--- src/rtl/apb4_slave_regfile_if.sv ---
// APB4 bus bundle between a requester and the register-file slave.
// Signal names follow the APB4 protocol; clock and reset stay outside the bundle.
interface apb4_slave_regfile_if #(
    parameter int ADDR_WIDTH = 8,
    parameter int DATA_WIDTH = 32
);
    logic                      PSEL;
    logic                      PENABLE;
    logic                      PWRITE;
    logic [ADDR_WIDTH-1:0]     PADDR;
    logic [DATA_WIDTH-1:0]     PWDATA;
    logic [DATA_WIDTH/8-1:0]   PSTRB;
    logic [DATA_WIDTH-1:0]     PRDATA;
    logic                      PREADY;
    logic                      PSLVERR;

    modport master (
        output PSEL, PENABLE, PWRITE, PADDR, PWDATA, PSTRB,
        input  PRDATA, PREADY, PSLVERR
    );

    modport slave (
        input  PSEL, PENABLE, PWRITE, PADDR, PWDATA, PSTRB,
        output PRDATA, PREADY, PSLVERR
    );
endinterface

--- src/rtl/apb4_slave_regfile.sv ---
// APB4 register file: read-only ID at index 0, byte-strobed R/W registers above it,
// programmable access-phase wait states and PSLVERR on bad or read-only accesses.
module apb4_slave_regfile #(
    parameter int          ADDR_WIDTH  = 8,
    parameter int          DATA_WIDTH  = 32,
    parameter int          NUM_REGS    = 8,
    parameter int          WAIT_STATES = 0,
    parameter logic [31:0] ID_VALUE    = 32'hA9B0_0001
) (
    input  logic                            PCLK,
    input  logic                            PRESET,
    apb4_slave_regfile_if.slave             bus,
    output logic [NUM_REGS*DATA_WIDTH-1:0]  regs_o
);
    localparam int                    NB       = DATA_WIDTH / 8;
    localparam int                    AB       = $clog2(NB);
    localparam logic [3:0]            WS       = 4'(WAIT_STATES);
    localparam logic [DATA_WIDTH-1:0] ID_W     = DATA_WIDTH'(ID_VALUE);
    localparam logic [ADDR_WIDTH-1:0] OFS_MASK = ADDR_WIDTH'((1 << AB) - 1);
    localparam logic [ADDR_WIDTH:0]   NREG     = (ADDR_WIDTH + 1)'(NUM_REGS);

    logic [3:0]            r_cnt;
    logic [DATA_WIDTH-1:0] r_regs [NUM_REGS-1:1];

    logic                  w_access;
    logic                  w_ready;
    logic                  w_err;
    logic [ADDR_WIDTH-1:0] w_idx;
    logic [DATA_WIDTH-1:0] w_rdata;

    assign w_idx    = bus.PADDR >> AB;
    assign w_access = bus.PSEL & bus.PENABLE;
    assign w_ready  = w_access & (r_cnt == WS) & ~PRESET;
    // Out-of-range index, sub-word offset, or any write to the ID register.
    assign w_err    = ({1'b0, w_idx} >= NREG)
                    | (|(bus.PADDR & OFS_MASK))
                    | (bus.PWRITE & (w_idx == '0));

    // Wait counter restarts on every completion so back-to-back transfers each pay the full wait.
    always_ff @(posedge PCLK) begin
        if (PRESET || !bus.PSEL || w_ready) begin
            r_cnt <= '0;
        end else if (w_access) begin
            r_cnt <= r_cnt + 4'd1;
        end
    end

    always_ff @(posedge PCLK) begin
        if (PRESET) begin
            for (int i = 1; i < NUM_REGS; i++) begin
                r_regs[i] <= '0;
            end
        end else if (w_ready && bus.PWRITE && !w_err) begin
            for (int i = 1; i < NUM_REGS; i++) begin
                for (int b = 0; b < NB; b++) begin
                    if (w_idx == ADDR_WIDTH'(i) && bus.PSTRB[b]) begin
                        r_regs[i][8*b +: 8] <= bus.PWDATA[8*b +: 8];
                    end
                end
            end
        end
    end

    always_comb begin
        w_rdata = '0;
        if (w_ready && !bus.PWRITE && !w_err) begin
            if (w_idx == '0) begin
                w_rdata = ID_W;
            end
            for (int i = 1; i < NUM_REGS; i++) begin
                if (w_idx == ADDR_WIDTH'(i)) begin
                    w_rdata = r_regs[i];
                end
            end
        end
    end

    assign bus.PRDATA  = w_rdata;
    assign bus.PREADY  = w_ready;
    assign bus.PSLVERR = w_ready & w_err;

    assign regs_o[DATA_WIDTH-1:0] = ID_W;
    for (genvar g = 1; g < NUM_REGS; g++) begin : g_regs_o
        assign regs_o[g*DATA_WIDTH +: DATA_WIDTH] = r_regs[g];
    end
endmodule

--- src/flat_wrapper.sv ---
// flat-port wrapper written by rule: the top's interface ports become plain ports
module apb4_slave_regfile_flat 
#(
    parameter int          ADDR_WIDTH  = 8,
    parameter int          DATA_WIDTH  = 32,
    parameter int          NUM_REGS    = 8,
    parameter int          WAIT_STATES = 0,
    parameter logic [31:0] ID_VALUE    = 32'hA9B0_0001
)
  (PCLK, PRESET, regs_o, bus_PSEL, bus_PENABLE, bus_PWRITE, bus_PADDR, bus_PWDATA, bus_PSTRB, bus_PRDATA, bus_PREADY, bus_PSLVERR);
  apb4_slave_regfile_if #(.ADDR_WIDTH(ADDR_WIDTH), .DATA_WIDTH(DATA_WIDTH)) bus_i ();
  input  logic PCLK;
  input  logic PRESET;
  output logic [NUM_REGS*DATA_WIDTH-1:0] regs_o;
  input wire logic [$bits(bus_i.PSEL)-1:0] bus_PSEL;
  input wire logic [$bits(bus_i.PENABLE)-1:0] bus_PENABLE;
  input wire logic [$bits(bus_i.PWRITE)-1:0] bus_PWRITE;
  input wire logic [$bits(bus_i.PADDR)-1:0] bus_PADDR;
  input wire logic [$bits(bus_i.PWDATA)-1:0] bus_PWDATA;
  input wire logic [$bits(bus_i.PSTRB)-1:0] bus_PSTRB;
  output wire logic [$bits(bus_i.PRDATA)-1:0] bus_PRDATA;
  output wire logic [$bits(bus_i.PREADY)-1:0] bus_PREADY;
  output wire logic [$bits(bus_i.PSLVERR)-1:0] bus_PSLVERR;
  assign bus_i.PSEL = bus_PSEL;
  assign bus_i.PENABLE = bus_PENABLE;
  assign bus_i.PWRITE = bus_PWRITE;
  assign bus_i.PADDR = bus_PADDR;
  assign bus_i.PWDATA = bus_PWDATA;
  assign bus_i.PSTRB = bus_PSTRB;
  assign bus_PRDATA = bus_i.PRDATA;
  assign bus_PREADY = bus_i.PREADY;
  assign bus_PSLVERR = bus_i.PSLVERR;
  apb4_slave_regfile #(.ADDR_WIDTH(ADDR_WIDTH), .DATA_WIDTH(DATA_WIDTH), .NUM_REGS(NUM_REGS), .WAIT_STATES(WAIT_STATES), .ID_VALUE(ID_VALUE)) u_core (.PCLK(PCLK), .PRESET(PRESET), .bus(bus_i), .regs_o(regs_o));
endmodule
--- config.mk ---
export PLATFORM = sky130hd
export DESIGN_NAME = apb4_slave_regfile_flat
export DESIGN_NICKNAME = d
export VERILOG_FILES = /design/src/rtl/apb4_slave_regfile_if.sv /design/src/rtl/apb4_slave_regfile.sv /design/src/flat_wrapper.sv
export SDC_FILE = /design/constraint.sdc
export NUM_CORES = 1
export LEC_CHECK = 0
export BUFFER_PORTS_ARGS = -buffer_cell sky130_fd_sc_hd__buf_2
export CORE_ASPECT_RATIO = 1.4
export CORE_MARGIN = 2
export CORE_UTILIZATION = 30
export DETAILED_ROUTE_END_ITERATION = 8
export MAX_ROUTING_LAYER = met4
export PLACE_DENSITY = 0.62
export SLEW_MARGIN = 20
export SYNTH_ARGS = -nofsm -noshare
export SYNTH_HDL_FRONTEND = slang
export SYNTH_SLANG_ARGS = --single-unit
export TNS_END_PERCENT = 50
--- constraint.sdc ---
create_clock -name PCLK -period 2.9 [get_ports PCLK]
set_input_delay 0.58 -clock PCLK [delete_from_list [all_inputs] [get_ports PCLK]]
set_output_delay 0.58 -clock PCLK [all_outputs]
set_load 0.02 [all_outputs]
# [After elaboration in Yosys (flattened, before gate mapping)]
# Memories as Yosys holds them, arrays and structs flattened.
# Index checks and enable logic that the tools add are counted.
# W data, S select, Z words.
[totals] register_bits=4 ramBits=224 inputBits=49 word_cells=238 memories=1
[op_classes] addsub=1 order_cmp=1 eq_ne=7 mux=151 n_bitwise=36 n_reduce_logical=40
[mem_list] memory="u_core.r_regs" depth=7 width=32 read_ports=7 rd_clocked_by_memory_dff=0 wr=7 line_no="apb4_slave_regfile.sv:23" rtl="logic [DATA_WIDTH-1:0] r_regs [NUM_REGS-1:1];"
[op_table] operator="$mux W32" count=9
[op_table] operator="$mux W8" count=28
[op_table] operator="$mux W1" count=114
[op_table] operator="$logic_and A1 B1 Y1" count=32
[op_table] operator="$or A1 B1 Y1" count=30
[op_table] operator="$eq A6 B3 Y1 const B" count=4
[op_table] operator="$eq A6 B2 Y1 const B" count=2
[op_table] operator="$logic_not A8 Y1" count=1
[op_table] operator="$eq A6 B1 Y1 const B" count=1
[op_table] operator="$ge A6 B4 Y1 const B" count=1
[op_table] operator="$and A1 B1 Y1" count=5
[op_table] operator="$add A4 B1 Y4 const B" count=1
[op_table] operator="$logic_not A4 Y1" count=1
[op_table] operator="$logic_not A1 Y1" count=3
[op_table] operator="$logic_or A1 B1 Y1" count=2
[op_table] operator="$reduce_or A2 Y1" count=1
[op_table] operator="$not A1 Y1" count=1

# [Depth between registers and ports, before layout]
[depth] ltp_word=10 depth_mapped=8 mapped_depth_nobuf=7

# [Worst setup path before layout]
# Ideal clock, no wire load.
[synth_path] path_kind="input to output" startpoint="in bus_PADDR[5]" endpoint="out bus_PRDATA[9]" t_arrival_ns=2.239 required_ns=2.320 slack_ns=0.081 stages=6 n_path_buf=1 path_cell_list="buf_2 -> or2_2 -> nor4_2 -> nor3b_1 -> a22oi_1 -> o2bb2ai_1"
[synth_between] elab_chain_cells=9 elab_cells_between_ends=22 cone_classes="order compare: 1; eq/ne: 7; mux: 8; bitwise: 3; reduce/logical: 3"
[synth_rtl] item="from (decl)" line_no="flat_wrapper.sv:18" rtl="input wire logic [$bits(bus_i.PADDR)-1:0] bus_PADDR;"
[synth_rtl] item="$eq A6 B1 Y1" line_no="apb4_slave_regfile.sv:71" rtl="if (w_idx == ADDR_WIDTH'(i)) begin"
[synth_rtl] item="$mux W32 (7 in a row)" line_no="apb4_slave_regfile.sv:71"
[synth_rtl] item="$mux W32 *" line_no="apb4_slave_regfile.sv:66" rtl="if (w_ready && !bus.PWRITE && !w_err) begin"
[synth_rtl] item="to (decl)" line_no="flat_wrapper.sv:21" rtl="output wire logic [$bits(bus_i.PRDATA)-1:0] bus_PRDATA;"
# Every way passes the cells marked *; elsewhere a longest branch is shown, timed or not.

# [Worst setup path after layout]
[layout_path] startpoint="reg u_core.r_cnt[0]" endpoint="out bus_PRDATA[20]"
[layout_between] elab_chain_cells=6
[layout_rtl] item="from (decl)" line_no="apb4_slave_regfile.sv:22" rtl="logic [3:0] r_cnt;"
[layout_rtl] item="from (signal assigned)" line_no="apb4_slave_regfile.sv:44" rtl="r_cnt <= r_cnt + 4'd1;"
[layout_rtl] item="$logic_not A4 Y1" line_no="apb4_slave_regfile.sv:33" rtl="assign w_ready = w_access & (r_cnt == WS) & ~PRESET;"
[layout_rtl] item="$and A1 B1 Y1 (2 in a row)" line_no="apb4_slave_regfile.sv:33"
[layout_rtl] item="$logic_and A1 B1 Y1 (2 in a row)" line_no="apb4_slave_regfile.sv:66"
[layout_rtl] item="$mux W32" line_no="apb4_slave_regfile.sv:66"
# No other way between the ends.

==> results.cfg <==
[cts]
h-tree-depth = 1
cts-buffers-inserted = 25
cts_tree = yes
clk_path_buf_depth = 3
hold_buffers = 0
path_clk_slew_ns = 0.06
clock-sinks = 228
root_buffer = clkbuf_16
clock_latency_ns = 0.53

[critical_path]
worstSetupPathType = reg2out
critPathMostFrequentCell = buf_6
critical_path.slowest_cell = dfxtp_2
path_buf_inv = 5
crit_path_max_incr_delay_ns = 0.33
cp-start-kind = flop
worstPathMaxFanout = 4
path_cells = inv_2, ha_4, nand4bb_1, buf_6, nor4_4, and2b_2, buf_6, buf_6, o21ai_2, a21oi_2, buf_6
cp_data_arrival_time_ns = 2.44
worst_setup_path_end_kind = primary output
path_delay_family = simple AND/OR/NAND/NOR gates
cp.required_ns = 2.32

[timing]
rsz0062_at_grt = yes
setup_ws_ns = -0.123
fmax_ghz = 0.331
setup_violations = 32
post-route-min-period_ns = 3.02
finClkSkew_ns = 0.00627
final-max-slew-violation-count = 0
hold_viol = 0
min_period_over_period = 1.04
hold_ws_ns = 0.400

[global_route]
grt_pass1_vias = 8837
grt_max_degree = 29
gr-usage-all-layers = 0.212
antenna_found_initial = 2
grt_overflow = 0
grt_pass1_wl_mm = 58.6

[place]
io_buffer_count = 306
dpl.hpwl_mm = 30.7
place_inst = 1697
gp_congestion = 0.907

[detailed_routing]
post_drt_wl_per_cell_um = 23.6
wirelength_mm = 41.3
route.detailed.drc = 0
firstDrtPassIters = 5
vias = 8581
drt_iter0_markers = 555
vias_per_cell = 4.91
ant_nets = 0

[yosys]
synth-seq-area-share = 0.610
ys_ff_latch = 228
syn_area_per_cell_um2 = 12.6
synth_cells = 887
async_reset_ff_frac = 0
synth_edf_count = 224
synthFlopType = edfxtp_1
yosys_warnings = 0
netlist_area_um2 = 11200
ys_types = 46

[finish]
syn_to_final_growth_pct = 33.8
fin_cells = 1749
fillers = 3507
fin_nets = 1315
drive_gt1_frac = 0.422

[floorplan]
die-area_um2 = 38800
fp.dieW_um = 167
die_height_um = 232
rows = 83
initial_core_util = 0.305
core-area_um2 = 36700
ios = 339

[outcome]
violations = negative setup slack
outcome = complete, but fails checks

[run]
max_cap_violations = 0

[power_and_ir_drop]
power.total_uw = 7710
p_leak_uw = 0.00648
peakVddDrop_v = 0.000476
powerDensity_nw_per_um2 = 516

[worst_hold_path]
min_path_type = in2reg
## final cells by class
class	instances	area, um2	share of cell area
sequential	228	6810	0.456
multi-input combinational	609	4180	0.280
timing repair buffer	393	2550	0.171
clock buffer	31	678	0.0454
tap	467	584	0.0391
clock inverter	12	98.8	0.00662
inverter	7	26.3	0.00176
antenna	2	5.00	0.000335
## logic make-up (layout without fill, tap and decap cells)
group | count (synthesis) | count (layout) | share of synthesized area
other | 2 | 34 | 0.000673
flip-flops | 228 | 228 | 0.610
AND/OR/NAND/NOR | 368 | 368 | 0.202
XOR/XNOR | 3 | 3 | 0.00235
buffers and inverters | 80 | 443 | 0.0391
adder cells (fa/ha/maj) | 2 | 2 | 0.00224
multiplexers | 65 | 65 | 0.0618
AO/OA/AOI/OAI | 139 | 139 | 0.0825
## metal layers
layer,vias up,wire [um],track usage
met5,-,0,-
met4,0,1090,0.0698
met3,61,2290,0.0283
met2,340,21400,0.372
met1,4274,16500,0.252
li1,3906,-,-
## cells in the mapped netlist, types with 13 or more instances
cell,number,share of area
edfxtp_1,224,0.60
or2_2,32,0.018
o21ai_0,13,0.0058
buf_4,33,0.022
nor2_1,54,0.018
a21oi_1,41,0.018
o211a_1,21,0.019
mux2i_1,34,0.030
clkbuf_1,26,0.0087
nand2_1,15,0.0050
and2_1,224,0.13
mux2_2,31,0.031
o22ai_1,44,0.025
## where the power goes
part,switching [uW],total [uW],internal (uW)
registers,88.5,3820,3730
logic,573,831,258
clock network,1320,3060,1750
## cell usage in the layout, fill, tap and decap left out, types with 31 or more instances in the layout
cell type and count:
a21oi_1 35, and2_1 224, buf_2 271, buf_4 73, buf_6 38, conb_1 32
edfxtp_1 224, mux2_2 31, mux2i_1 34, nor2_1 53, o22ai_1 44, or2_2 32
## state kept, by name, indices dropped and copies added (netlist names)
signal	count
u_core.r_regs	224
u_core.r_cnt	4
## worst reg2reg max path: cells and delay by family (launching register included)
kind	cells	cell delay, ns
simple gates	5	1.16
flops	1	0.33
buf+inv	3	0.41
fa+ha+maj	1	0.12
## worst paths after layout
path | to | cells after the start | slack (ns) | startpoint
max | bus_PRDATA[20] | 11 | -0.12 | u_core.r_cnt[0]
min | u_core.r_regs[3][8] | 2 | 0.40 | bus_PWDATA[8]
max reg2reg | u_core.r_regs[4][10] | 9 | 0.56 | u_core.r_cnt[0]
min reg2reg | u_core.r_cnt[3] | 2 | 0.53 | u_core.r_cnt[3]
## timing repair
action                                  in CTS  in global routing
cloned                                       1                  0
gates resized for setup                     88                 22
buffers inserted                             6                  1
endpoints found under the setup margin      32                 32
pin swaps                                    6                  7
## through the flow
step | setup TNS, ns | util | cell area, um2 | setup WS [ns]
6_report | -2.71 | 0.407 | 14900 | -0.123
4_1_cts | -1.49 | 0.404 | 14800 | -0.0847
3_5_place_dp | -2.22 | 0.374 | 13700 | -0.171
5_1_grt | -5.70 | 0.407 | 14900 | -0.222
2_1_floorplan | 0 | - | 11300 | 0.0806
3_3_place_gp | -1.37 | 0.374 | 13700 | -0.169
(Power assumes the default switching activity.)
